`src/rtl/event_readout_pkg.sv`:
```
// event_readout_pkg: field positions, command flags and ctrl packing shared by the readout scheduler
package event_readout_pkg;
  typedef enum logic {IDLE, ISSUE} state_t;
  localparam int NACK_UPPER_LSB = 20;
  localparam int NACK_LEN_LSB = 32;
  localparam int NACK_LEN_BITS = 11;
  localparam int NACK_FULL_BIT = 46;
  localparam int STS_TAG_BITS = 4;
  localparam int STS_ERR_LSB = 4;
  localparam int STS_ERR_MSB = 6;
  localparam int STS_OKAY_BIT = 7;
  localparam logic [31:0] CMD_FLAGS = 32'h4080_0000;
  function automatic logic [31:0] pack_ctrl(input logic [11:0] upper, input logic [18:0] bytes);
    return {upper, 1'b0, bytes};
  endfunction
endpackage

```
`src/rtl/readout_sync_fifo.sv`:
```
// readout_sync_fifo: first-word-fall-through synchronous fifo with full/empty flags
module readout_sync_fifo #(
  parameter int WIDTH = 8,
  parameter int DEPTH = 4
) (
  input  logic             memclk,
  input  logic             memrst,
  input  logic             push,
  input  logic             pop,
  input  logic [WIDTH-1:0] din,
  output logic [WIDTH-1:0] dout,
  output logic             full,
  output logic             empty
);
  localparam int AW = DEPTH > 1 ? $clog2(DEPTH) : 1;
  localparam int CW = $clog2(DEPTH + 1);
  logic [WIDTH-1:0] mem [DEPTH];
  logic [AW-1:0] wp, rp;
  logic [CW-1:0] cnt;
  logic do_push, do_pop;
  assign do_push = push && !full;
  assign do_pop = pop && !empty;
  assign full = cnt == CW'(DEPTH);
  assign empty = cnt == '0;
  assign dout = mem[rp];
  always_ff @(posedge memclk) begin
    if (memrst) begin
      wp <= '0;
      rp <= '0;
      cnt <= '0;
    end else begin
      if (do_push) wp <= wp == AW'(DEPTH - 1) ? '0 : wp + 1'b1;
      if (do_pop) rp <= rp == AW'(DEPTH - 1) ? '0 : rp + 1'b1;
      cnt <= cnt + CW'(do_push) - CW'(do_pop);
    end
  end
  always_ff @(posedge memclk) if (do_push) mem[wp] <= din;
endmodule

```
`src/rtl/event_readout_scheduler.sv`:
```
// event_readout_scheduler: arbitrates nack re-reads and credited completions into tagged DataMover commands
module event_readout_scheduler
  import event_readout_pkg::*;
#(
  parameter int MAX_OUTSTANDING = 4,
  parameter int ALLOW_BITS = 13,
  parameter int UPPER_BITS = 12,
  parameter int LOWER_BITS = 19,
  parameter int ADDR_WIDTH = 32
) (
  input  logic                    memclk,
  input  logic                    memrst,
  input  logic [LOWER_BITS-1:0]   cfg_start_offset_i,
  input  logic [LOWER_BITS-1:0]   cfg_btt_i,
  input  logic                    allow_i,
  output logic [ALLOW_BITS-1:0]   allow_count_o,
  input  logic [15:0]             s_cmpl_tdata,
  input  logic                    s_cmpl_tvalid,
  output logic                    s_cmpl_tready,
  input  logic [47:0]             s_nack_tdata,
  input  logic                    s_nack_tvalid,
  output logic                    s_nack_tready,
  output logic [40+ADDR_WIDTH-1:0] m_cmd_tdata,
  output logic                    m_cmd_tvalid,
  input  logic                    m_cmd_tready,
  input  logic [7:0]              s_sts_tdata,
  input  logic                    s_sts_tvalid,
  output logic                    s_sts_tready,
  output logic [31:0]             m_ctrl_tdata,
  output logic                    m_ctrl_tvalid,
  input  logic                    m_ctrl_tready,
  output logic [3:0]              outstanding_o,
  output logic                    sts_err_o,
  output logic                    tag_err_o
);
  state_t state, state_nx;
  logic [STS_TAG_BITS-1:0] tag, tag_head;
  logic [UPPER_BITS-1:0] upper, adm_upper;
  logic [LOWER_BITS-1:0] bytes, lower, adm_bytes, adm_lower;
  logic [31:0] ctrl_dout;
  logic src_nack, pend_nack, pend_cmpl, adm_full, admit;
  logic cmd_hs, cmpl_hs, sts_take, ctrl_full, ctrl_empty, tag_full, tag_empty;
  logic unused_bits;
  assign unused_bits = ^{s_cmpl_tdata[15:UPPER_BITS], s_nack_tdata[47], s_nack_tdata[45:43], s_nack_tdata[19], tag_full};
  assign m_cmd_tvalid = state == ISSUE;
  assign cmd_hs = m_cmd_tvalid && m_cmd_tready;
  assign cmpl_hs = cmd_hs && !src_nack;
  assign sts_take = s_sts_tvalid && !tag_empty;
  assign s_sts_tready = 1'b1;
  assign s_nack_tready = pend_nack;
  assign s_cmpl_tready = pend_cmpl;
  assign m_ctrl_tvalid = !ctrl_empty;
  assign m_ctrl_tdata = ctrl_empty ? '0 : ctrl_dout;
  assign m_cmd_tdata = m_cmd_tvalid ? {4'h0, tag, ADDR_WIDTH'({1'b0, upper, lower}), CMD_FLAGS | 32'(bytes)} : '0;
  always_comb begin
    adm_full = !s_nack_tvalid || s_nack_tdata[NACK_FULL_BIT];
    adm_upper = s_nack_tvalid ? s_nack_tdata[NACK_UPPER_LSB +: UPPER_BITS] : s_cmpl_tdata[UPPER_BITS-1:0];
    adm_bytes = adm_full ? cfg_btt_i : LOWER_BITS'({s_nack_tdata[NACK_LEN_LSB +: NACK_LEN_BITS], 3'b000});
    adm_lower = (adm_full ? '0 : s_nack_tdata[LOWER_BITS-1:0]) + cfg_start_offset_i;
    admit = state == IDLE && !pend_nack && !pend_cmpl && outstanding_o < 4'(MAX_OUTSTANDING) && !ctrl_full
      && (s_nack_tvalid || (s_cmpl_tvalid && allow_count_o != '0));
    state_nx = state == IDLE ? (admit ? ISSUE : IDLE) : (m_cmd_tready ? IDLE : ISSUE);
  end
  always_ff @(posedge memclk) begin
    if (memrst) begin
      state <= IDLE;
      allow_count_o <= '0;
      tag <= '0;
      outstanding_o <= '0;
      src_nack <= 1'b0;
      pend_nack <= 1'b0;
      pend_cmpl <= 1'b0;
      upper <= '0;
      bytes <= '0;
      lower <= '0;
      sts_err_o <= 1'b0;
      tag_err_o <= 1'b0;
    end else begin
      state <= state_nx;
      pend_nack <= cmd_hs && src_nack;
      pend_cmpl <= cmpl_hs;
      if (admit) begin
        src_nack <= s_nack_tvalid;
        upper <= adm_upper;
        bytes <= adm_bytes;
        lower <= adm_lower;
      end
      if (allow_i != cmpl_hs)
        allow_count_o <= allow_i ? (&allow_count_o ? allow_count_o : allow_count_o + 1'b1)
                                 : (allow_count_o == '0 ? '0 : allow_count_o - 1'b1);
      if (cmd_hs) tag <= tag + 1'b1;
      outstanding_o <= outstanding_o + 4'(cmd_hs) - 4'(sts_take);
      if (sts_take && tag_head != s_sts_tdata[STS_TAG_BITS-1:0]) tag_err_o <= 1'b1;
      if (sts_take && (!s_sts_tdata[STS_OKAY_BIT] || |s_sts_tdata[STS_ERR_MSB:STS_ERR_LSB])) sts_err_o <= 1'b1;
    end
  end
  readout_sync_fifo #(.WIDTH(32), .DEPTH(MAX_OUTSTANDING)) u_ctrl_fifo (
    .memclk(memclk),
    .memrst(memrst),
    .push(cmd_hs),
    .pop(m_ctrl_tready),
    .din(pack_ctrl(12'(upper), 19'(bytes))),
    .dout(ctrl_dout),
    .full(ctrl_full),
    .empty(ctrl_empty)
  );
  readout_sync_fifo #(.WIDTH(STS_TAG_BITS), .DEPTH(MAX_OUTSTANDING)) u_tag_fifo (
    .memclk(memclk),
    .memrst(memrst),
    .push(cmd_hs),
    .pop(sts_take),
    .din(tag),
    .dout(tag_head),
    .full(tag_full),
    .empty(tag_empty)
  );
endmodule
```
`config.mk`:
```
export PLATFORM = sky130hd
export DESIGN_NAME = event_readout_scheduler
export DESIGN_NICKNAME = d
export VERILOG_FILES = /design/src/rtl/event_readout_pkg.sv /design/src/rtl/readout_sync_fifo.sv /design/src/rtl/event_readout_scheduler.sv
export SDC_FILE = /design/constraint.sdc
export NUM_CORES = 1
export LEC_CHECK = 0
export BUFFER_PORTS_ARGS = -buffer_cell sky130_fd_sc_hd__buf_2
export CAP_MARGIN = 20
export CORE_UTILIZATION = 55
export DETAILED_ROUTE_END_ITERATION = 12
export MAX_ROUTING_LAYER = met4
export PLACE_DENSITY = 0.81
export SLEW_MARGIN = 0
export SYNTH_ARGS = -nofsm -noshare
export SYNTH_HDL_FRONTEND = slang
export SYNTH_SLANG_ARGS = --single-unit
```
`constraint.sdc`:
```
create_clock -name memclk -period 4.1 [get_ports memclk]
set_input_delay 0.205 -clock memclk [delete_from_list [all_inputs] [get_ports memclk]]
set_output_delay 0.205 -clock memclk [all_outputs]
set_load 0.03 [all_outputs]
```
Yosys cells after proc, flatten, opt, wreduce, memory -nomap -nowiden
Memories as Yosys holds them, arrays and structs flattened. A register that Yosys moved wholly into a read port is not among the register bits.
Cells that the tools add are included.
{ "word_totals": {"mem_count": 2, "mem_bits_rw": 140, "elab_cells": 103, "reg_bits": 91, "inputBits": 118, "output_inout_bits": 128} }
{ "classes": {"n_lt_le_gt_ge": 1, "n_eq_ne": 9, "n_reduce_logical": 35, "n_addsub": 14, "n_bitwise": 1, "n_mux": 23} }
{ "memory_table": {"columns": ["name", "words", "word_bits", "rd", "rd_ports_with_merged_regs", "write_ports", "line", "rtl"], "rows": [
  ["u_ctrl_fifo.mem", 4, 31, 1, 1, 1, "readout_sync_fifo.sv:17", "logic [WIDTH-1:0] mem [DEPTH];"],
  ["u_tag_fifo.mem", 4, 4, 1, 1, 1, "readout_sync_fifo.sv:17", null]
]} }
{ "ops": {"columns": ["op", "n"], "rows": [
  ["$mux W68", 1],
  ["$mux W13", 3],
  ["$mux W19", 2],
  ["$mux W32", 1],
  ["$add A19 B19 Y19", 1],
  ["$logic_and A1 B1 Y1", 16],
  ["$mux W2", 8],
  ["$add A13 B1 Y13 const B", 1],
  ["$logic_not A13 Y1", 1],
  ["$reduce_and A13 Y1", 1],
  ["$reduce_bool A13 Y1", 1],
  ["$sub A13 B1 Y13 const B", 1],
  ["$mux W12", 1],
  ["$logic_not A1 Y1", 9],
  ["$add A2 B1 Y2 const B", 4],
  ["$eq A2 B2 Y1 const B", 4],
  ["$mux W1", 7],
  ["$add A3 B1 Y3", 2],
  ["$eq A3 B3 Y1 const B", 2],
  ["$logic_not A3 Y1", 2],
  ["$sub A3 B1 Y3", 2],
  ["$add A4 B1 Y4", 1],
  ["$add A4 B1 Y4 const B", 1],
  ["$lt A4 B3 Y1 const B", 1],
  ["8 further kinds", 10]
]} }

Depth between registers and ports, before layout
{ "logic_depth": {"depth_word": 8, "ltp_mapped": 13, "ltp_nobuf": 11} }

Hierarchy
From an unflattened synthesis, not the netlist that was laid out.
{ "hier_totals": {"cells_unflattened": 1005, "area_unflattened_um2": 11554.8} }
{ "by_module_without_submodules": {"columns": ["module", "cells_per_inst", "seq_area_each_um2", "instances", "area_per_inst_um2"], "rows": [
  ["event_readout_scheduler", 717, 1541.5, 1, 5401.4],
  ["readout_sync_fifo (u_ctrl_fifo)", 217, 4023.9, 1, 5093.6],
  ["readout_sync_fifo (u_tag_fifo)", 71, 660.6, 1, 1059.8]
]} }

Worst setup path before layout
OpenSTA, ideal clock, no wires.
{ "synth_timing": {"path_kind": "input -> register", "startpoint": "in s_nack_tvalid", "endpoint": "reg lower[12]", "slack_ns": 1.052, "n_path_buf": 3, "arrival_ns": 2.942, "stages": 12, "setup_time_ns": 0.106, "t_required_ns": 3.994, "path_cell_list": "clkbuf_1 nor2b_1 clkbuf_1 clkbuf_1 nand2_1 fa_1 nand2b_1 a21oi_1 o211ai_1 a211o_1 a2111o_1 o311ai_0"} }
{ "synth_between": {"elab_chain_cells": 4, "elab_cells_between_ends": 6, "classes_between": "add/sub (1); mux (1); reduce/logical (4)"} }
{ "synth_rtl": {"columns": ["element", "line", "rtl"], "rows": [
  ["from (decl)", "event_readout_scheduler.sv:21", "input logic s_nack_tvalid,"],
  ["$logic_not A1 Y1", "event_readout_scheduler.sv:56", "adm_full = !s_nack_tvalid || s_nack_tdata[NACK_FULL_BIT];"],
  ["$logic_or A1 B1 Y1", "event_readout_scheduler.sv:56", null],
  ["$mux W19", "event_readout_scheduler.sv:59", "adm_lower = (adm_full ? '0 : s_nack_tdata[LOWER_BITS-1:0]) + cfg_start_offset_i;"],
  ["$add A19 B19 Y19", "event_readout_scheduler.sv:59", null],
  ["to (signal assigned)", "event_readout_scheduler.sv:86", "lower <= adm_lower;"],
  ["to (decl)", "event_readout_scheduler.sv:39", "logic [LOWER_BITS-1:0] bytes, lower, adm_bytes, adm_lower;"]
]} }
Parallel ways exist; a longest one is shown, timed or not.
A chain may end at the register's enable or synchronous reset.

Worst setup path in the final report
{ "layout_timing": {"startpoint": "reg outstanding_o[2]", "endpoint": "reg bytes[8]"} }
{ "layout_between": {"elab_chain_cells": 4} }
{ "layout_rtl": {"columns": ["element", "line", "rtl"], "rows": [
  ["from (decl)", "event_readout_scheduler.sv:32", "output logic [3:0] outstanding_o,"],
  ["from (signal assigned)", "event_readout_scheduler.sv:92", "outstanding_o <= outstanding_o + 4'(cmd_hs) - 4'(sts_take);"],
  ["$lt A4 B3 Y1", "event_readout_scheduler.sv:60", "admit = state == IDLE && !pend_nack && !pend_cmpl && outstanding_o < 4'(MAX_OUTSTANDING) && !ctrl_full"],
  ["$logic_and A1 B1 Y1 (2 in a row)", "event_readout_scheduler.sv:60", null],
  ["$logic_and A1 B1 Y1", "event_readout_scheduler.sv:61", "&& (s_nack_tvalid || (s_cmpl_tvalid && allow_count_o != '0));"],
  ["to (signal assigned)", "event_readout_scheduler.sv:85", "bytes <= adm_bytes;"],
  ["to (decl)", "event_readout_scheduler.sv:39", null]
]} }
No other way between the ends.

==> out/qor.yml <==
place:
  dp.cells: 1394
  gp_congestion: 0.9169
  placed_area_um2: 12450
  portBuffers: 218
  hpwl_um: 17330
clocking:
  cts.sinks: 235
  post_cts_buffers: 0
  cts_buffers: 25
  clk_latency_ns: 0.50
  root_buffer: "clkbuf_16"
  cts_resized: 0
  htree_levels: 1
  cts_hold_buf: 29
  cts_max_path_buffers: 3
  cts_tree: "yes"
  clk_pin_slew_worst_paths_ns: 0.06
yosys:
  async_flop_share_pct: 0
  synthesis.instances: 951
  synth_edf_count: 140
  yosysWarnings: 0
  ys.flop_type: "edfxtp_1"
  synth_area_um2: 11210
  synth.distinct_cells: 62
  synth-seq-cells: 235
  ys_seq_area_share_pct: 54.46
  syn_avg_cell_area_um2: 11.79
critical_path:
  setup.worst_path.class: "flop to flop"
  arrival_ns: 3.95
  crit_fanout: 28
  end_kind: "flop"
  startpoint_type: "flop"
  cp.required_ns: 4.54
die:
  num_io_pins: 246
  rows: 51
  start_util_pct: 56.86
  dieArea_um2: 20960
  coreArea_um2: 19720
  die_h_um: 144.8
  die_x_um: 144.8
pwr:
  pwr-share-comb_pct: 35.2
  p_sw_share_pct: 37.12
  p_int_mw: 5.505
  pwr-share-clk_pct: 24.8
  p_leak_nw: 5.624
  p_switching_mw: 3.250
  power.density_nw_per_um2: 647.3
  vdd_drop_max_uv: 384.5
  seqPwrFrac_pct: 40.0
drt:
  drt_iter0_drc: 500
  vias: 8366
  drc: 0
  avgRoutedWirePerCell_um: 18.30
  drtAntennaViolNets: 0
  wl_um: 26860
  drt_pass1_iterations: 5
  via_per_inst: 5.699
timing:
  hold_ws_ns: 0.03067
  slew_headroom_pct: 35.37
  hold_violations: 0
  min_period_over_period_pct: 85.58
  clock_skew_ns: 0.01501
  timing.final.max_slew_violations: 0
  fin_crit_ns: 3.509
  setup_viol: 0
  tightest_slew_ns: 0.9695
  rsz0062_at_grt: "no"
  final.setup.tns_ns: 0
  fmax_ghz: 0.2850
global_route:
  grt_pass1_vias: 8142
  grt_pass1_wl_um: 41730
  grt_max_degree: 63
  grtUsageTotal_pct: 26.72
  grt_remaining_overflow: 0
  antenna_found_initial: 0
finish:
  fin_cells: 1468
  final_area_um2: 13530
  drive_gt1_share_pct: 25.94
  mostFrequentLayoutCell: "buf_2"
  nNetsFinal: 1347
  final_cell_mix: "buf_2 (218), edfxtp_1 (140), and2_1 (116), dfxtp_1 (93), nand2_1 (67)"
  insertedDiodeCount: 0
  fillers: 1418
  syn_to_final_growth_pct: 20.63
run:
  max_cap_viol_count: 0
min_path:
  hold_class: "primary input to flop"
run_status:
  status: "finished clean"
[stage by stage]
step	power (mW)	setup slack [ns]	utilization [%]
detailed placement	6.499	1.074	63.13
global route	9.248	0.4620	68.60
global placement	6.396	1.114	63.13
CTS	8.773	0.7381	68.60
floorplan	5.643	1.052	-
finish	8.755	0.5913	68.60
[cells by family after synthesis]
family	count (synthesis)	share of synthesized area, %
simple gates	343	16.11
xor+xnor	25	1.953
fa+ha+maj	44	5.178
flops	235	54.46
mux	55	8.816
other cells	2	0.06698
buf+inv	98	4.196
compound gates	149	9.218
[registers in the layout, indices dropped and copies added (netlist names), 3 cells and up, named ones only]
register         flops
upper               12
lower               19
allow_count_o       13
u_ctrl_fifo.cnt      3
bytes               19
outstanding_o        4
u_tag_fifo.mem      16
u_ctrl_fifo.mem    124
tag                  4
u_tag_fifo.cnt       3
[synthesized netlist by cell type, types with 4 or more instances]
| library cell | number | area (um^2) |
|---|---|---|
| edfxtp_1 | 140 | 4204 |
| and2_1 | 116 | 725.7 |
| dfxtp_1 | 95 | 1902 |
| nand2_1 | 67 | 251.5 |
| nor2_1 | 66 | 247.7 |
| a21oi_1 | 48 | 240.2 |
| ha_1 | 40 | 500.5 |
| clkbuf_1 | 37 | 138.9 |
| mux4_2 | 35 | 788.3 |
| nand3_1 | 29 | 145.1 |
| inv_1 | 26 | 97.59 |
| buf_4 | 23 | 172.7 |
| mux2i_1 | 20 | 200.2 |
| a211oi_1 | 19 | 142.6 |
| xnor2_1 | 19 | 166.4 |
| a311oi_1 | 13 | 113.9 |
| o21ai_0 | 13 | 65.06 |
| a21o_1 | 12 | 90.09 |
| nand4_1 | 10 | 62.56 |
| buf_1 | 9 | 33.78 |
| a31oi_1 | 7 | 43.79 |
| or3_1 | 7 | 43.79 |
| and3_1 | 6 | 37.54 |
| nand2b_1 | 6 | 37.54 |
| nor3_1 | 6 | 30.03 |
| xor2_1 | 6 | 52.55 |
| a211o_1 | 5 | 43.79 |
| nor2b_1 | 5 | 31.28 |
| nor4_1 | 5 | 31.28 |
| o211ai_1 | 5 | 37.54 |
| or4_1 | 5 | 37.54 |
| a41oi_1 | 4 | 35.03 |
| and4_1 | 4 | 35.03 |
| fa_1 | 4 | 80.08 |
[area by class of cell]
cell class | instances | area [um^2] | area share, %
clock buffer | 27 | 633.1 | 4.681
clock inverter | 18 | 155.1 | 1.147
inverter | 26 | 97.59 | 0.7216
multi-input combinational | 634 | 4698 | 34.74
sequential | 235 | 6108 | 45.16
tap | 265 | 331.6 | 2.451
timing repair buffer | 263 | 1501 | 11.10
[final timing paths]
path	start	to	slack, ns	cells after the start
setup / recovery	outstanding_o[2]$_SDFF_PP0_	bytes[8]$_SDFFE_PP0P_	0.59	10
hold / removal	cfg_btt_i[18]	bytes[18]$_SDFFE_PP0P_	0.03	3
setup reg to reg	outstanding_o[2]$_SDFF_PP0_	bytes[8]$_SDFFE_PP0P_	0.59	10
hold reg to reg	lower[2]$_SDFFE_PP0P_	lower[2]$_SDFFE_PP0P_	0.45	2
[worst max-delay path, cell delays in order (launching register included)]
cell and delay [ns]:
dfxtp_1 0.32, inv_1 0.09, ha_1 0.17, or4b_1 0.43, a21oi_1 0.30, nand2_1 0.20, nand2_2 0.51, buf_4 0.41
nor2_1 0.09, a311oi_1 0.33, dlygate4sd3_1 0.59
[metal layers]
metal / track usage, % / part of all wire (%) / routed length [um]
met3: 3.422 / 6.7 / 1808
met5: - / 0 / 0
met2: 43.67 / 49 / 13100
met4: 11.02 / 3.5 / 944
met1: 33.80 / 41 / 11010
[power groups by stage]
| stage | sequential [mW] | combinational (mW) | clock, mW |
|---|---|---|---|
| global placement | 3.51 | 2.89 | 0 |
| detailed placement | 3.55 | 2.95 | 0 |
| finish | 3.50 | 3.08 | 2.17 |
| CTS | 3.50 | 3.07 | 2.21 |
| global route | 3.57 | 3.38 | 2.30 |
| floorplan | 3.43 | 2.22 | 0 |
(Power assumes the default switching activity.)
